<file path="config.mk">
export PLATFORM = sky130hd
export DESIGN_NAME = pipe_chk_delay
export DESIGN_NICKNAME = d
export VERILOG_FILES = /design/src/rtl/pipe_chk_delay.sv
export SDC_FILE = /design/constraint.sdc
export NUM_CORES = 1
export LEC_CHECK = 0
export BUFFER_PORTS_ARGS = -buffer_cell sky130_fd_sc_hd__buf_4
export CORE_AREA = 2 2 39 41
export DETAILED_ROUTE_END_ITERATION = 10
export DIE_AREA = 0 0 41 43
export GPL_TIMING_DRIVEN = 0
export SLEW_MARGIN = 20
export SYNTH_ARGS = -nofsm -noshare
export SYNTH_HDL_FRONTEND = slang
export SYNTH_SLANG_ARGS = --single-unit
</file>
<file path="constraint.sdc">
create_clock -name clock -period 0.8 [get_ports clock]
set_input_delay 0.16 -clock clock [delete_from_list [all_inputs] [get_ports clock]]
set_output_delay 0.16 -clock clock [all_outputs]
set_load 0.1 [all_outputs]
</file>
<file path="src/rtl/pipe_chk_delay.sv">
// Reference delay line: reproduces the expected DUT latency on the stimulus.
// Cleared synchronously at run start so stale samples never reach the comparator.
module pipe_chk_delay #(
  parameter int WIDTH   = 4,
  parameter int LATENCY = 2
) (
  input  logic             clock,
  input  logic             reset,
  input  logic             clear,
  input  logic [WIDTH-1:0] din,
  output logic [WIDTH-1:0] dout
);

  generate
    if (LATENCY == 0) begin : g_pass
      logic unused_ctrl;
      assign unused_ctrl = ^{clock, reset, clear};
      assign dout = din;
    end else begin : g_shift
      logic [WIDTH-1:0] taps [LATENCY];

      always_ff @(posedge clock or posedge reset) begin
        if (reset) begin
          for (int i = 0; i < LATENCY; i++) taps[i] <= '0;
        end else if (clear) begin
          for (int i = 0; i < LATENCY; i++) taps[i] <= '0;
        end else begin
          taps[0] <= din;
          for (int i = 1; i < LATENCY; i++) taps[i] <= taps[i-1];
        end
      end

      assign dout = taps[LATENCY-1];
    end
  endgenerate

endmodule

</file>
==> Word level (Yosys, flattened, before mapping) <==
Index checks and enable logic that the tools add are counted.
{ "classes": {"mux": 1} }
{ "ops": {"columns": ["cell", "count"], "rows": [
  ["two-way mux 8 bit", 1]
]} }
{ "totals": {"reg_bits": 8, "in_bits": 7} }

==> Depth between registers and ports, before layout <==
Gate-level depths: netlist of the first run.
{ "logic_depth": {"depth_word": 1, "mapped_depth": 1, "mapped_depth_nobuf": 1} }

==> Worst setup path after synthesis of the first run <==
OpenSTA, ideal clock, no wires.
{ "synth_timing": {"path_kind": "reg2out", "from": "register g_shift.taps (netlist bit dout[0])", "to": "output port dout[0]", "arrival_ns": 0.574, "required_ns": 0.640, "path_slack_ns": 0.066, "path_stages_with_launch": 2, "cell_sequence": "dfrtp_1 > buf_4"} }
{ "synth_rtl": {"columns": ["item", "line", "rtl"], "rows": [
  ["start, declared", "20", "logic [WIDTH-1:0] taps [LATENCY];"],
  ["end, declared", "11", "output logic [WIDTH-1:0] dout"]
]} }
No word-level cell between the ends.

==> Worst setup path in the final report of the first run <==
{ "layout_timing": {"from": "register g_shift.taps (netlist bit dout[0])", "to": "output port dout[0]"} }
No word-level cell between the ends.

==> results summary, run 1 <==
The run finished, with violations left. The checks that failed: setup timing. The clock passes through at most 2 buffers.

For this run, the top clock speed supported by timing is 1.03 GHz. For the finished layout, the period the worst path requires is 0.966 ns. For this run, the register share of the synthesized area comes to 0.705. In the global route stage, met3 resource usage came out at 0.0314. The total DRC errors in the routed layout came out at 0. The startpoint type of the worst setup path is a register. TritonCTS built the clock tree. The tree is rooted in a clkbuf_4.

For the pin with the worst max-slew slack, the measured transition is 0.289 ns. In this run the tightest slew margin relative to its limit is 0.807. The number of cells in the finished layout apart from fillers is 47. The final weighted congestion of routability-driven global placement came out at 0.649. The path type of the worst min-delay path is input pin to register. The met2 track utilization from global routing came out at 0.0656. The per-cell via count in the routed design came out at 3.21. The number of cells in the design after placement came out at 47. The number of H-tree levels came out at 1. Hold timing on the final database bottoms out at a slack of 0.124 ns. The routed via count came out at 151.

The number of hold violations in the final report is 0. The initial core utilization came out at 0.205. For this run the aggregate overflow at the end of global routing stands at 0. The worst slack at placement is -0.0417 ns. The critical path data arrival time is 0.81 ns.

The unique cell type count in the Yosys netlist is 4. The global-route wire length before repair is 469 µm. The count of final max-slew check failures was 0. The gate count after technology mapping came out at 21. The largest fanout of any net on the critical path came out at 1. The synthesized netlist net count is 28.

On the worst path, the slowest cell contributes a delay of 0.39 ns. The proportion of layout cells with a drive suffix above 1 is 0.419. The instance area at placement came out at 379 µm². The CTS sink count came out at 8. The signal on the critical path passes through buf_12. The synthesized netlist occupies a cell area of 284 µm². The endpoint type of the worst setup path is a primary output. The number of synthesized register bits is 8. The post-route cell area came out at 432 µm².

The die is 43 µm tall. The area occupied by multi-input gates is 50.0 µm². The via count of the first global-routing pass is 142. The core box area came out at 1380 µm². Pin placement for this block handled 11 I/O pins. Together, buffers and inverters on the worst path number 1. The initial antenna violation count was 0. The number of warning messages in the yosys log is 0.

The global-route layer with the greatest usage is met2. After the last flow step, the layout net total stands at 40. The TritonCTS buffer count came out at 3. Max-cap violations in this run came to 0. The overall die area is 1760 µm². The maximum number of pins on one net before global-route repair is 9.

The number of antenna repair diodes came out at 0. For this block, the routed nets add up to 305 µm of wire. The required arrival time at the worst endpoint is 0.64 ns. The area taken by flip-flops and latches came out at 200 µm². The number of routed nets with antenna violations came out at 0. The leakage power of the design is 0.209 nW. The portion of the clock cycle consumed by the worst path in the final layout came out at 1.21. Across the VDD grid, the largest voltage drop is 0.648 mV. The first-pass detailed-route iteration total is 1.

For met1 alone, demand over resource in global routing was 0.0333. The number of violations reported at the end of detailed-routing iteration 0 is 0. Dividing total power by cell area gives a power density of 2010 nW/µm². After floorplanning, the core was divided into 14 placement rows.

The final setup skew is 0.000220 ns. The source-to-sink clock delay at the later pin of the worst-skew pair came out at 0.24 ns. The post-CTS clock slew at the launch and capture registers of the worst setup and hold paths is 0.05 ns. The count of fill cells added during filler insertion came out at 144. The signed area change from the synthesized netlist to the final layout is 52.0%.

The post-route setup TNS came out at -0.661 ns. The cell type of the slowest stage on the worst timing path is dfrtp_1. Once routing completed, OpenROAD measured the worst setup slack at -0.166 ns.

The wire length per cell is 6.49 µm. In this design, the largest share of critical-path delay is due to flip-flops. The type of the worst setup path is register to primary output. The final number of setup-violating endpoints came out at 4.

From left edge to right edge, the die measures 41 µm. The number of post-CTS setup repair buffers is 0. The mean post-synth cell area is 13.5 µm².

For this run, the total global-route usage over all layers was measured as 0.0437. Setup repair after global routing could not meet its margin everywhere. The count of buffers added on input and output ports is 10.
## cells by family after synthesis
family | share of synthesized area
DFF | 0.705
buffers and inverters | 0.119
and+or+nand+nor | 0.176
## Yosys cell counts (all sizes together)
cell   number  share of area
nor2b       8           0.18
buf         4           0.11
dfrtp       8           0.70
inv         1          0.013
## what timing repair did
action                                  in CTS  in global routing
resized for setup                           12                  0
hold endpoints to repair                     8                  0
endpoints found under the setup margin       4                  4
hold buffers                                 1                  0
## metrics by stage
| stage | util | total power [mW] |
|---|---|---|
| after detailed placement | 0.274 | 0.562 |
| after global routing | 0.312 | 0.899 |
| after CTS | 0.312 | 0.879 |
| after floorplan | - | 0.522 |
| after global placement | 0.274 | 0.561 |
| final | 0.312 | 0.866 |
## cell usage in the layout, fill, tap and decap left out
master / count
buf_12: 4
buf_4: 6
clkbuf_4: 3
dfrtp_1: 8
dlygate4sd3_1: 1
inv_1: 1
nor2b_1: 8
## flip-flops by register name, summed over array words and instances (netlist names)
name          count
g_shift.taps      4
dout              4
## final timing paths
path	startpoint	end	slack, ns	depth (start not counted)
max	dout[0]	dout[0]	-0.17	1
min	clear	g_shift.taps[4]	0.12	2
max reg2reg	g_shift.taps[4]	dout[0]	0.23	1
min reg2reg	g_shift.taps[4]	dout[0]	0.46	1
max in group asynchronous	reset	dout[1]	0.16	3
min in group asynchronous	reset	dout[2]	0.42	3
## power breakdown
part | leakage, nW | switching, mW | total (mW) | internal (mW)
clock | 0.0138 | 0.124 | 0.295 | 0.171
sequential | 0.105 | 0.00742 | 0.430 | 0.423
combinational | 0.0897 | 0.0796 | 0.141 | 0.0610
total | 0.209 | 0.211 | 0.866 | 0.655
## routing by layer
metal	wire length, µm	vias up
met5	0	-
li1	-	79
met3	39	0
met2	135	11
met1	131	61
met4	0	0
## cell type report
cell class	count	area share
Clock buffer	3	0.0522
Inverter	1	0.00870
Timing Repair Buffer	11	0.313
Sequential cell	8	0.464
Tap cell	16	0.0464
Multi-Input combinational cell	8	0.116
Note: power is estimated with default switching activity, not from simulation.
==> inputs of run 2 (changes only) <==
--- a/config.mk
+++ b/config.mk
@@ -5,6 +5,7 @@
 export SDC_FILE = /design/constraint.sdc
 export NUM_CORES = 1
 export LEC_CHECK = 0
+export ABC_AREA = 1
 export BUFFER_PORTS_ARGS = -buffer_cell sky130_fd_sc_hd__buf_4
 export CORE_AREA = 2 2 39 41
 export DETAILED_ROUTE_END_ITERATION = 10
==> run 2 against run 1 <==
Compared with the run above: clock skew about the same; setup slack got worse by 0.0032 ns; first-iteration DRC count unchanged; the run still ends with setup timing left; sequential share of layout area down 1.4 points; non-clock buffer count stayed put; final area increased by 3.2%; global-route usage rose by 1.1 points; via count rose by 20%; clock power about the same; area after synthesis up 7.5%; register-to-register slack improved by 0.03 ns.
==> results summary, run 2 <==
The proportion of layout cells with a drive suffix above 1 is 0.333. The die outline width came out at 41 µm. Of all cell types, the one taking the most synthesized area is dfrtp_1. The slowest stage of the critical path is the dfrtp_1 cell. The repair_antennas step left the layout with diodes totalling 0. In this run the clock root is driven by a clkbuf_4. The number of enable flip-flop cells after synthesis came out at 0. The number of violations reported at the end of detailed-routing iteration 0 is 0. The kind of cell with the highest combined delay along the critical path is flip-flops. After synthesis, the cell types taking the most area are dfrtp_1, inv_1, buf_4.

The endpoint identified for the worst register-to-register timing path is dout[2]. The maximum number of buffers from clock root to sink came out at 2. The total congestion overflow after global routing is 0. The min-delay analysis places its worst path in the category input pin to register. The TritonCTS buffer count is 3. The worst vdd rail ir drop came out at 0.933 mV. The transition at the pin with the smallest max-transition slack came out at 0.283 ns. The number of routed nets with antenna violations came out at 0.

The worst-case setup margin in the final layout is -0.170 ns. The commonest cells after synthesis are inv_1, dfrtp_1, nor2_1. In this run the number of H-tree levels came out at 1. Summed over all nets, the switching power comes to 0.214 mW. The critical path data arrival time is 0.81 ns. Setup repair after global routing could not meet its margin everywhere. The endpoint type of the worst setup path is a primary output. Walking the worst path, the cells encountered are buf_12. Leaving out fill and tap cells, the most frequent cell in the layout is inv_1. In this run, synthesis produced a sequential element count of 8.

For this run, the top clock speed supported by timing is 1.03 GHz. The count of final max-slew check failures came out at 0. The final number of setup-violating endpoints is 4. The most frequent cell after synthesis is inv_1. The gate count after technology mapping came out at 30. The fraction of power spent switching nets is 0.247. Yosys printed 0 warnings. The top-level I/O count came out at 11. Counting cells, the worst reg-to-reg path comes to 2. Leaving out fill and tap cells, the most frequent cells in the layout are inv_1, nor2_1, dfrtp_1. The TritonCTS clock tree is yes. Measured on the finished design, the core utilization comes to 0.322. Dividing the detail-routed wire length by the instance count gives 5.71 µm.

The maximum number of pins on one net before global-route repair came out at 9. The path with the worst hold slack has its endpoint at g_shift.taps[5]. Across every metal layer, demand over resource in global routing totals 0.0548. The final net count came out at 48. The post-CTS clock slew at the launch and capture registers of the worst setup and hold paths came out at 0.05 ns. The flow ran to the end, but the final reports show violations. The total DRC errors in the routed layout is 0.

The worst hold path begins at clear. The proportion of synthesized flip-flops having asynchronous set or reset came out at 1.00. The per-cell via count in the routed design came out at 3.29. The final setup skew is 0.000277 ns. For this run, the leading register cell type out of synthesis is dfrtp_1. The post-detailed-routing wire length is 314 µm.

The largest stage delay on the critical path came out at 0.39 ns. The count of fill cells added during filler insertion came out at 139. The initial core utilization is 0.221.

The number of hold violations in the final report is 0. The share of synthesized area in the top cell type comes to 0.656. The final reports fail on setup timing. The first-pass detailed-route iteration total is 1. The core region is 1380 µm². The overall die area came out at 1760 µm². Post-CTS timing repair inserted 0 buffers for setup. For this block, the via count after detailed routing is 181. The startpoint of the worst-slack reg-to-reg timing path is g_shift.taps[6].

For this design, the sink count on the clock tree is 8. The synthesized netlist net count is 37. The worst setup path is of the register to primary output kind. STA classifies the critical path startpoint as a register. The tightest slew margin relative to the limit is 0.811. The initialized floorplan defines 14 standard-cell rows.

The max-cap violation count came out at 0. The total power divided by cell area is 1950 nW/µm². The portion of the clock cycle consumed by the worst path in the final layout is 1.21. Of the synthesized area, sequential elements account for 0.656. Setup slack on the worst reg-to-reg path comes out at 0.26 ns. The unique cell type count in the Yosys netlist is 5. The overall power is 0.868 mW. The part of the power in registers came out at 0.497. Of the total power, the clock network draws 0.336.

The design internal power is 0.654 mW. Buffers placed on the I/O ports in this run total 9. Detailed placement finished with a half-perimeter wire length of 244 µm. The leakage power of the design is 0.241 nW. The mean post-synth cell area came out at 10.2 µm².

The signed area change from the synthesized netlist to the final layout came out at 45.9%. The height of the die came out at 43 µm. The via count of the first global-routing pass came out at 147. The initial antenna violation count came to 0. The count of buffer and inverter cells on the critical path came out at 1. The global-route wire length before repair is 558 µm. The smallest clock period supported by the final layout is computed as 0.970 ns. Routability-driven placement finished with a final weighted congestion of 0.635.

The tightest hold path in the finished design has a slack of 0.0869 ns. The mapped netlist covers 305 µm². Of all nets on the critical path, the largest fanout is 1.

The required arrival time at the worst endpoint is 0.64 ns. The instance count along the most critical hold path is 2. For the worst-skew pair, the clock arrives at the later sink with an insertion delay of 0.25 ns. The proportion of power drawn by combinational gates came out at 0.167.
## run 2: changes by cell type after synthesis, sizes merged
cell | before | now
inv | 1 | 9
nor2b | 8 | 0
nor2 | 0 | 8
buf | 4 | 5
## run 2: what timing repair did
action,CTS,global route
hold endpoints to repair,8,0
endpoints found under the setup margin,4,4
hold buffers,1,0
gates resized for setup,12,0
cloned,0,0
## run 2: final cells by class
class,count,area (µm²),area share
well taps,16,20.0,0.0449
inverters,9,33.8,0.0758
flip-flops and latches,8,200,0.449
plain buffers,1,11.3,0.0253
multi-input cells,8,30.0,0.0674
repair buffers,10,128,0.287
clock buffers,3,22.5,0.0506
## run 2: per-stage QoR
| step | setup TNS, ns | worst slack (ns) | cells | cell area, µm² |
|---|---|---|---|---|
| after detailed placement | -0.151 | -0.0408 | 55 | 393 |
| after global routing | -0.794 | -0.200 | 55 | 445 |
| after CTS | -0.725 | -0.183 | 55 | 445 |
| final | -0.670 | -0.170 | 55 | 445 |
| after floorplan | 0 | 0.0655 | 30 | 305 |
| after global placement | -0.151 | -0.0384 | 55 | 393 |
## run 2: how the worst max path moves through the flow
stage                       start      end  slack [ns]  cells past startpoint
final                     dout[1]  dout[1]       -0.17                      1
after global routing      dout[0]  dout[0]       -0.20                      1
after CTS                 dout[1]  dout[1]       -0.18                      1
after detailed placement  dout[1]  dout[1]       -0.04                      2
after global placement    dout[1]  dout[1]       -0.04                      2
after floorplan           dout[0]  dout[0]        0.07                      1
## run 2: power by group through the flow
| stage | Clock (mW) | Combinational [mW] | Sequential [mW] |
|---|---|---|---|
| 2_1_floorplan | 0 | 0.0998 | 0.433 |
| 3_3_place_gp | 0 | 0.132 | 0.434 |
| 3_5_place_dp | 0 | 0.134 | 0.434 |
| 4_1_cts | 0.306 | 0.147 | 0.432 |
| 5_1_grt | 0.337 | 0.158 | 0.432 |
| 6_report | 0.292 | 0.145 | 0.432 |
## run 2: logic make-up after synthesis
| kind of cell | after synthesis | synth area share |
|---|---|---|
| AND/OR/NAND/NOR | 8 | 0.0984 |
| buffers and inverters | 14 | 0.246 |
| flip-flops | 8 | 0.656 |
## run 2: routing by layer
layer / routed length [µm] / track usage / up-vias
met1: 129 / 0.0600 / 74
met5: 0 / 0 / -
li1: - / - / 94
met3: 55 / 0.0785 / 0
met4: 0 / 0.0200 / 0
met2: 129 / 0.0563 / 13
